**src/rtl/fa_sub_serial.sv**
```systemverilog
// Bit-serial WIDTH-bit adder/subtractor: one full-adder cell plus a carry flop,
// LSB first, with a start/done handshake. Results match the parallel add/sub unit.
module fa_sub_serial #(
  parameter int unsigned WIDTH = 8
) (
  input  logic             clk,
  input  logic             rst,
  input  logic             start,
  input  logic [WIDTH-1:0] A,
  input  logic [WIDTH-1:0] B,
  input  logic             Sub,
  output logic             busy,
  output logic             done,
  output logic [WIDTH-1:0] S,
  output logic             Cout,
  output logic             V
);

  localparam int unsigned CW = (WIDTH > 1) ? $clog2(WIDTH) : 1;
  localparam logic [CW-1:0] LAST = CW'(WIDTH - 1);

  typedef enum logic [1:0] {
    IDLE  = 2'd0,
    SHIFT = 2'd1,
    DONE  = 2'd2
  } state_t;

  state_t           state;
  logic [WIDTH-1:0] a_sh;
  logic [WIDTH-1:0] b_sh;
  logic [WIDTH-1:0] res_sh;
  logic             carry;
  logic [CW-1:0]    count;

  // Full-adder cell on the current LSBs.
  logic s_bit_c;
  logic carry_nxt_c;
  assign s_bit_c     = a_sh[0] ^ b_sh[0] ^ carry;
  assign carry_nxt_c = (a_sh[0] & b_sh[0]) | (a_sh[0] & carry) | (b_sh[0] & carry);

  // Control FSM and datapath; the final bit and result commit share one edge,
  // so the carry into the MSB is the live carry register at that edge.
  always_ff @(posedge clk) begin
    if (rst) begin
      state  <= IDLE;
      busy   <= 1'b0;
      done   <= 1'b0;
      S      <= '0;
      Cout   <= 1'b0;
      V      <= 1'b0;
      a_sh   <= '0;
      b_sh   <= '0;
      res_sh <= '0;
      carry  <= 1'b0;
      count  <= '0;
    end else begin
      case (state)
        IDLE, DONE: begin
          done <= 1'b0;
          if (start) begin
            a_sh  <= A;
            b_sh  <= B ^ {WIDTH{Sub}};
            carry <= Sub;
            count <= '0;
            busy  <= 1'b1;
            state <= SHIFT;
          end else begin
            state <= IDLE;
          end
        end
        SHIFT: begin
          a_sh   <= a_sh >> 1;
          b_sh   <= b_sh >> 1;
          carry  <= carry_nxt_c;
          res_sh <= {s_bit_c, res_sh[WIDTH-1:1]};
          count  <= count + CW'(1);
          if (count == LAST) begin
            S     <= {s_bit_c, res_sh[WIDTH-1:1]};
            Cout  <= carry_nxt_c;
            V     <= carry ^ carry_nxt_c;
            busy  <= 1'b0;
            done  <= 1'b1;
            state <= DONE;
          end
        end
        default: begin
          busy  <= 1'b0;
          done  <= 1'b0;
          state <= IDLE;
        end
      endcase
    end
  end

endmodule

```
**config.mk**
```make
export PLATFORM = sky130hd
export DESIGN_NAME = fa_sub_serial
export DESIGN_NICKNAME = d
export VERILOG_FILES = /design/src/rtl/fa_sub_serial.sv
export SDC_FILE = /design/constraint.sdc
export NUM_CORES = 1
export LEC_CHECK = 0
export ABC_AREA = 1
export BUFFER_PORTS_ARGS = -buffer_cell sky130_fd_sc_hd__buf_2
export CORE_UTILIZATION = 54
export DETAILED_ROUTE_END_ITERATION = 8
export GPL_TIMING_DRIVEN = 0
export PLACE_DENSITY = 0.8
export SYNTH_ARGS = -nofsm -noshare
export SYNTH_HDL_FRONTEND = slang
export SYNTH_SLANG_ARGS = --single-unit
```
**constraint.sdc**
```tcl
create_clock -name clk -period 1.4 [get_ports clk]
set_input_delay 0.28 -clock clk [delete_from_list [all_inputs] [get_ports clk]]
set_output_delay 0.28 -clock clk [all_outputs]
set_load 0.01 [all_outputs]
```
After elaboration in Yosys (flattened, before gate mapping)
Cells that the tools add are included.

Register bits after elaboration: 42. Bits of input ports: 20. Output and inout bits: 12.

Reductions and logical operators: 7. Mux-type cells: 14. Eq/ne operators: 5. Bitwise logic cells: 10. Add/sub/neg operators: 1.

Operators with widths (count): 8-bit case mux with 2 select lines (2); 8-bit 2-to-1 mux (2); 8-bit XOR (1); 3-bit case mux with 2 select lines (1); 2-bit AND reduction (3); 1-bit 2-to-1 mux (4); 2-bit inequality test, second input constant (2); 1-bit case mux with 2 select lines (2); 2-bit case mux with 2 select lines (1); 2-bit OR reduction (2); 3-bit by 1-bit adder with 3-bit output, second input constant (1); 1-bit bitwise AND (3); 3-bit == test, second input constant (1); 3-bit 2-to-1 mux (1); 1-bit XOR (3); 2-bit by 1-bit == test with 1-bit output, second input constant (1); 2-bit == test, second input constant (1); 2-bit zero test (1); 2-bit 2-to-1 mux (1); 1-bit OR (2); 2-bit nonzero test (1); 1-bit inverter (1).

Longest topological paths before layout
Word-level depth: 4. Gate-level depth with buffers: 8.

Least setup slack after synthesis
OpenSTA, ideal clock, no wires.

Path kind: register to register. From: reg count[0]. To: reg S[0]. Cell stages (with the launch flop): 8. Period minus slack after synthesis: 1321 ps. Required time: 1284 ps. Setup slack: 79 ps. Data arrival time: 1206 ps. Path through: dfxtp_1 ha_1 ha_1 inv_1 nor2_4 clkinv_1 nor2_1 nor2_1.

Word-level cells in the longest chain between the ends: 2.

RTL lines: from (decl) (RTL line 33) `logic [CW-1:0] count;`; from (signal assigned) (RTL line 76) `count <= count + CW'(1);`; 3-bit == test (RTL line 77) `if (count == LAST) begin`; 2-bit AND reduction (no source line); to (signal assigned) (RTL line 78) `S <= {s_bit_c, res_sh[WIDTH-1:1]};`; to (decl) (RTL line 14) `output logic [WIDTH-1:0] S,`.

No other way between the ends. A chain may end at the register's enable or synchronous reset.

Worst setup path after layout
From: reg a_sh[0]. To: reg V.

Word-level cells in the longest chain between the ends: 4. Elaborated cells between the ends (all ways): 5.

RTL lines: from (decl) (RTL line 29) `logic [WIDTH-1:0] a_sh;`; from (signal assigned) (RTL line 72) `a_sh <= a_sh >> 1;`; 1-bit bitwise AND (RTL line 39) `assign carry_nxt_c = (a_sh[0] & b_sh[0]) | (a_sh[0] & carry) | (b_sh[0] & carry);`; 1-bit OR (*) (2 in series) (RTL line 39); net carry_nxt_c (RTL line 37) `logic carry_nxt_c;`; 1-bit XOR (*) (RTL line 80) `V <= carry ^ carry_nxt_c;`; to (signal assigned) (RTL line 80); to (decl) (RTL line 16) `output logic V`.

The timed path passes the listed nets; every way through them passes the cells marked *.

==> metrics.txt <==
Antenna diodes 0; Netlist Area Pre-Place 1820 um^2; Pleak 1.14 nW; setup violators final 0; Worst VDD drop 0.644 mV; Die X 60.1 um; Slew Limit Headroom 66.7%; layout cell share with drive strength beyond 1 26.3%; reg2reg end V$_SDFFE_PP0P_; drt pass-1 iters 4; crit path max fanout 3; post-synthesis cell type count 22; worst-case reg-to-reg path depth 4; max-slew violations 0; # rows 20; flop2flop setup slack 0.02 ns; clock latency on the worst-skew pair 0.36 ns; clock-pin slew on the worst setup and hold paths 0.13 ns; Post-Route Setup TNS 0 ns; Final Core Density 72.0%; multi-input combinational cell area 881 um^2; hold_buf cts 0; Hold Vio Cnt, Final 0; number of global-route vias before repair 1439; CTS buffer count 5; GRT Total Usage 22.7%; Clock Skews 0.0137 ns; Max Freq 0.723 GHz; vias per cell 4.97; DR DRC count 0; Die Area 3610 um^2; MaxCap Viol Count 0; aggregate routed wire length 4.10 mm; DP Wirelength 2.54 mm; Cell Chain, Critical Path fa_1 > xor2_1 > nor2_4 > nor2_1; Via Count 1730; GR Overflow Total 0; post-synthesis register bit count 41; WP data arrival 1.68 ns; post-route ant nets 0; worst min-delay path category input port to flip-flop; slowest stage cell, crit path fa_1; post-synthesis cell count 257; most area-consuming cells after synthesis dfxtp_1 45%, nand2_1 16%, nand3_1 6.3%, inv_1 5.8%, nor2_1 5.8%; CTS Buffer Depth 2; Critical Path Sink Type flip-flop; Initial Utilization 58.2%; slack of the critical path 0.0165 ns; first-pass GRT wire length 6.11 mm; drt wl/cell 11.8 um; CP peak stage delay 0.50 ns; Seq/Total Area, Yosys 45.1%; Synthesized Nets 280; Setup crit end V$_SDFFE_PP0P_; CTS tree yes; Die H 60.1 um; clock tree sinks 41; H-tree levels 2; Worst R2R Start a_sh[0]$_SDFFE_PP0P_; Placement Setup Slack -0.209 ns; final weighted congestion in routability-driven placement 0.810; WHS 0.167 ns; status complete, no violations; clock period minus worst slack 1.38 ns; YS warnings 0; Worst EP required 1.69 ns; Avg Inst Size Synth 7.09 um^2; DRT iter0 DRCs 95; Tcrit/Tclk final 98.8%; initial antenna violation count 0; Final nets 326; root buffer cell clkbuf_4; startpoint types flip-flop; Ports 32; Pwr Density 1020 nW/um^2; actual slew at the worst max-slew pin 0.500 ns; CP Class flip-flop to flip-flop; fin area 2250 um^2; placed inst area 2020 um^2; pin count of the biggest net entering global routing 13; fillcell total 265; Area Overhead vs Synth 23.7%; CP startpoint a_sh[0]$_SDFFE_PP0P_; # port buffers 29; Core Area 3130 um^2; Synth area leader dfxtp_1; register area 823 um^2; post-synth top area share 45.1%
## state kept, by name, summed over array words and instances, names as in the netlist
name    flops
carry       1
state       2
res_sh      7
done        1
busy        1
count       3
a_sh        8
Cout        1
S           8
V           1
b_sh        8
## worst min path at each step
stage | depth (start not counted) | start | to
2_1_floorplan | 2 | A[7] | a_sh[7]$_SDFFE_PP0P_
3_3_place_gp | 1 | count[0]$_SDFFE_PP0P_ | count[0]$_SDFFE_PP0P_
4_1_cts | 3 | A[7] | a_sh[7]$_SDFFE_PP0P_
6_report | 3 | A[7] | a_sh[7]$_SDFFE_PP0P_
3_5_place_dp | 2 | a_sh[1]$_SDFFE_PP0P_ | a_sh[1]$_SDFFE_PP0P_
5_1_grt | 3 | A[7] | a_sh[7]$_SDFFE_PP0P_
## worst max-delay path: cells and delay by family (launching register included)
| family | cells | cell delay (ns) |
|---|---|---|
| xor gates and xnor gates | 1 | 0.25 |
| and+or+nand+nor | 2 | 0.20 |
| DFF | 1 | 0.37 |
| adders and majority gates | 1 | 0.50 |
## cell usage in the layout, fill, tap and decap left out, types with 2 or more instances in the layout
master    netlist  final
nor2_1         28     23
buf_6           3      7
ha_4            0      2
a21oi_1        13     13
buf_4           1      6
nand2_4         2      2
inv_2           2      4
inv_1          28     26
a21oi_2         2      2
xor2_1          2      2
clkbuf_8        0      2
dfxtp_2         0      2
nand3_1        23     23
nand2_1        80     79
o21ai_1         0      3
nor3_1          2      2
nor2_4          2      7
dfxtp_1        41     39
buf_2           4     33
clkbuf_4        0      5
clkbuf_1        2      2
nand2_2         3      4
o21ai_0        14     11
## synthesized netlist by cell type
library cell,count
nor2_2,1
buf_4,1
nor2_4,2
nand2_2,3
clkbuf_1,2
buf_6,3
clkinv_1,1
nand2_4,2
inv_2,2
xor2_1,2
dfxtp_1,41
ha_1,2
nand2_1,80
buf_2,4
nor2_1,28
nor3_1,2
fa_1,1
a21oi_2,2
nand3_1,23
a21oi_1,13
o21ai_0,14
inv_1,28
## logic make-up (layout without fill, tap and decap cells)
| family | count (synthesis) | after routing | share of synthesized area, % |
|---|---|---|---|
| AO/OA/AOI/OAI | 29 | 29 | 8.38 |
| XOR/XNOR | 2 | 2 | 0.962 |
| adder cells (fa/ha/maj) | 3 | 3 | 2.47 |
| buffers and inverters | 41 | 88 | 10.2 |
| flip-flops | 41 | 41 | 45.1 |
| AND/OR/NAND/NOR | 141 | 141 | 33.0 |
## layout make-up
class | count | area share, %
multi-input cells | 175 | 39.1
flip-flops and latches | 41 | 36.5
repair buffers | 38 | 10.1
inverters | 31 | 5.39
plain buffers | 10 | 3.05
clock buffers | 7 | 2.89
well taps | 44 | 2.44
repair inverters | 1 | 0.278
clock inverters | 1 | 0.222
## power breakdown
part	switching, W	internal [W]
Sequential	0.0000467	0.00123
Combinational	0.000200	0.000130
Clock	0.000390	0.000291
Total	0.000637	0.00165
## layer usage
| metal | wire length (um) | global-route usage [%] | vias to the layer above |
|---|---|---|---|
| met5 | 0 | 0 | - |
| met4 | 48 | 7.31 | 0 |
| met3 | 230 | 6.06 | 5 |
| met2 | 1980 | 38.7 | 44 |
| met1 | 1840 | 27.7 | 794 |
| li1 | - | - | 887 |
## through the flow
stage	cells	total power (W)
global route	348	0.00239
finish	348	0.00229
global placement	330	0.00160
floorplan	257	0.00152
detailed placement	330	0.00161
CTS	340	0.00226
## repair_timing
action	4_1_cts	5_1_grt
resized for setup	2	27
pin swaps	1	1
gates cloned	0	1
setup buffers	2	7
setup endpoints to repair	10	11
endpoints found under the hold margin	0	0
Power figures use the tool's default switching activity.
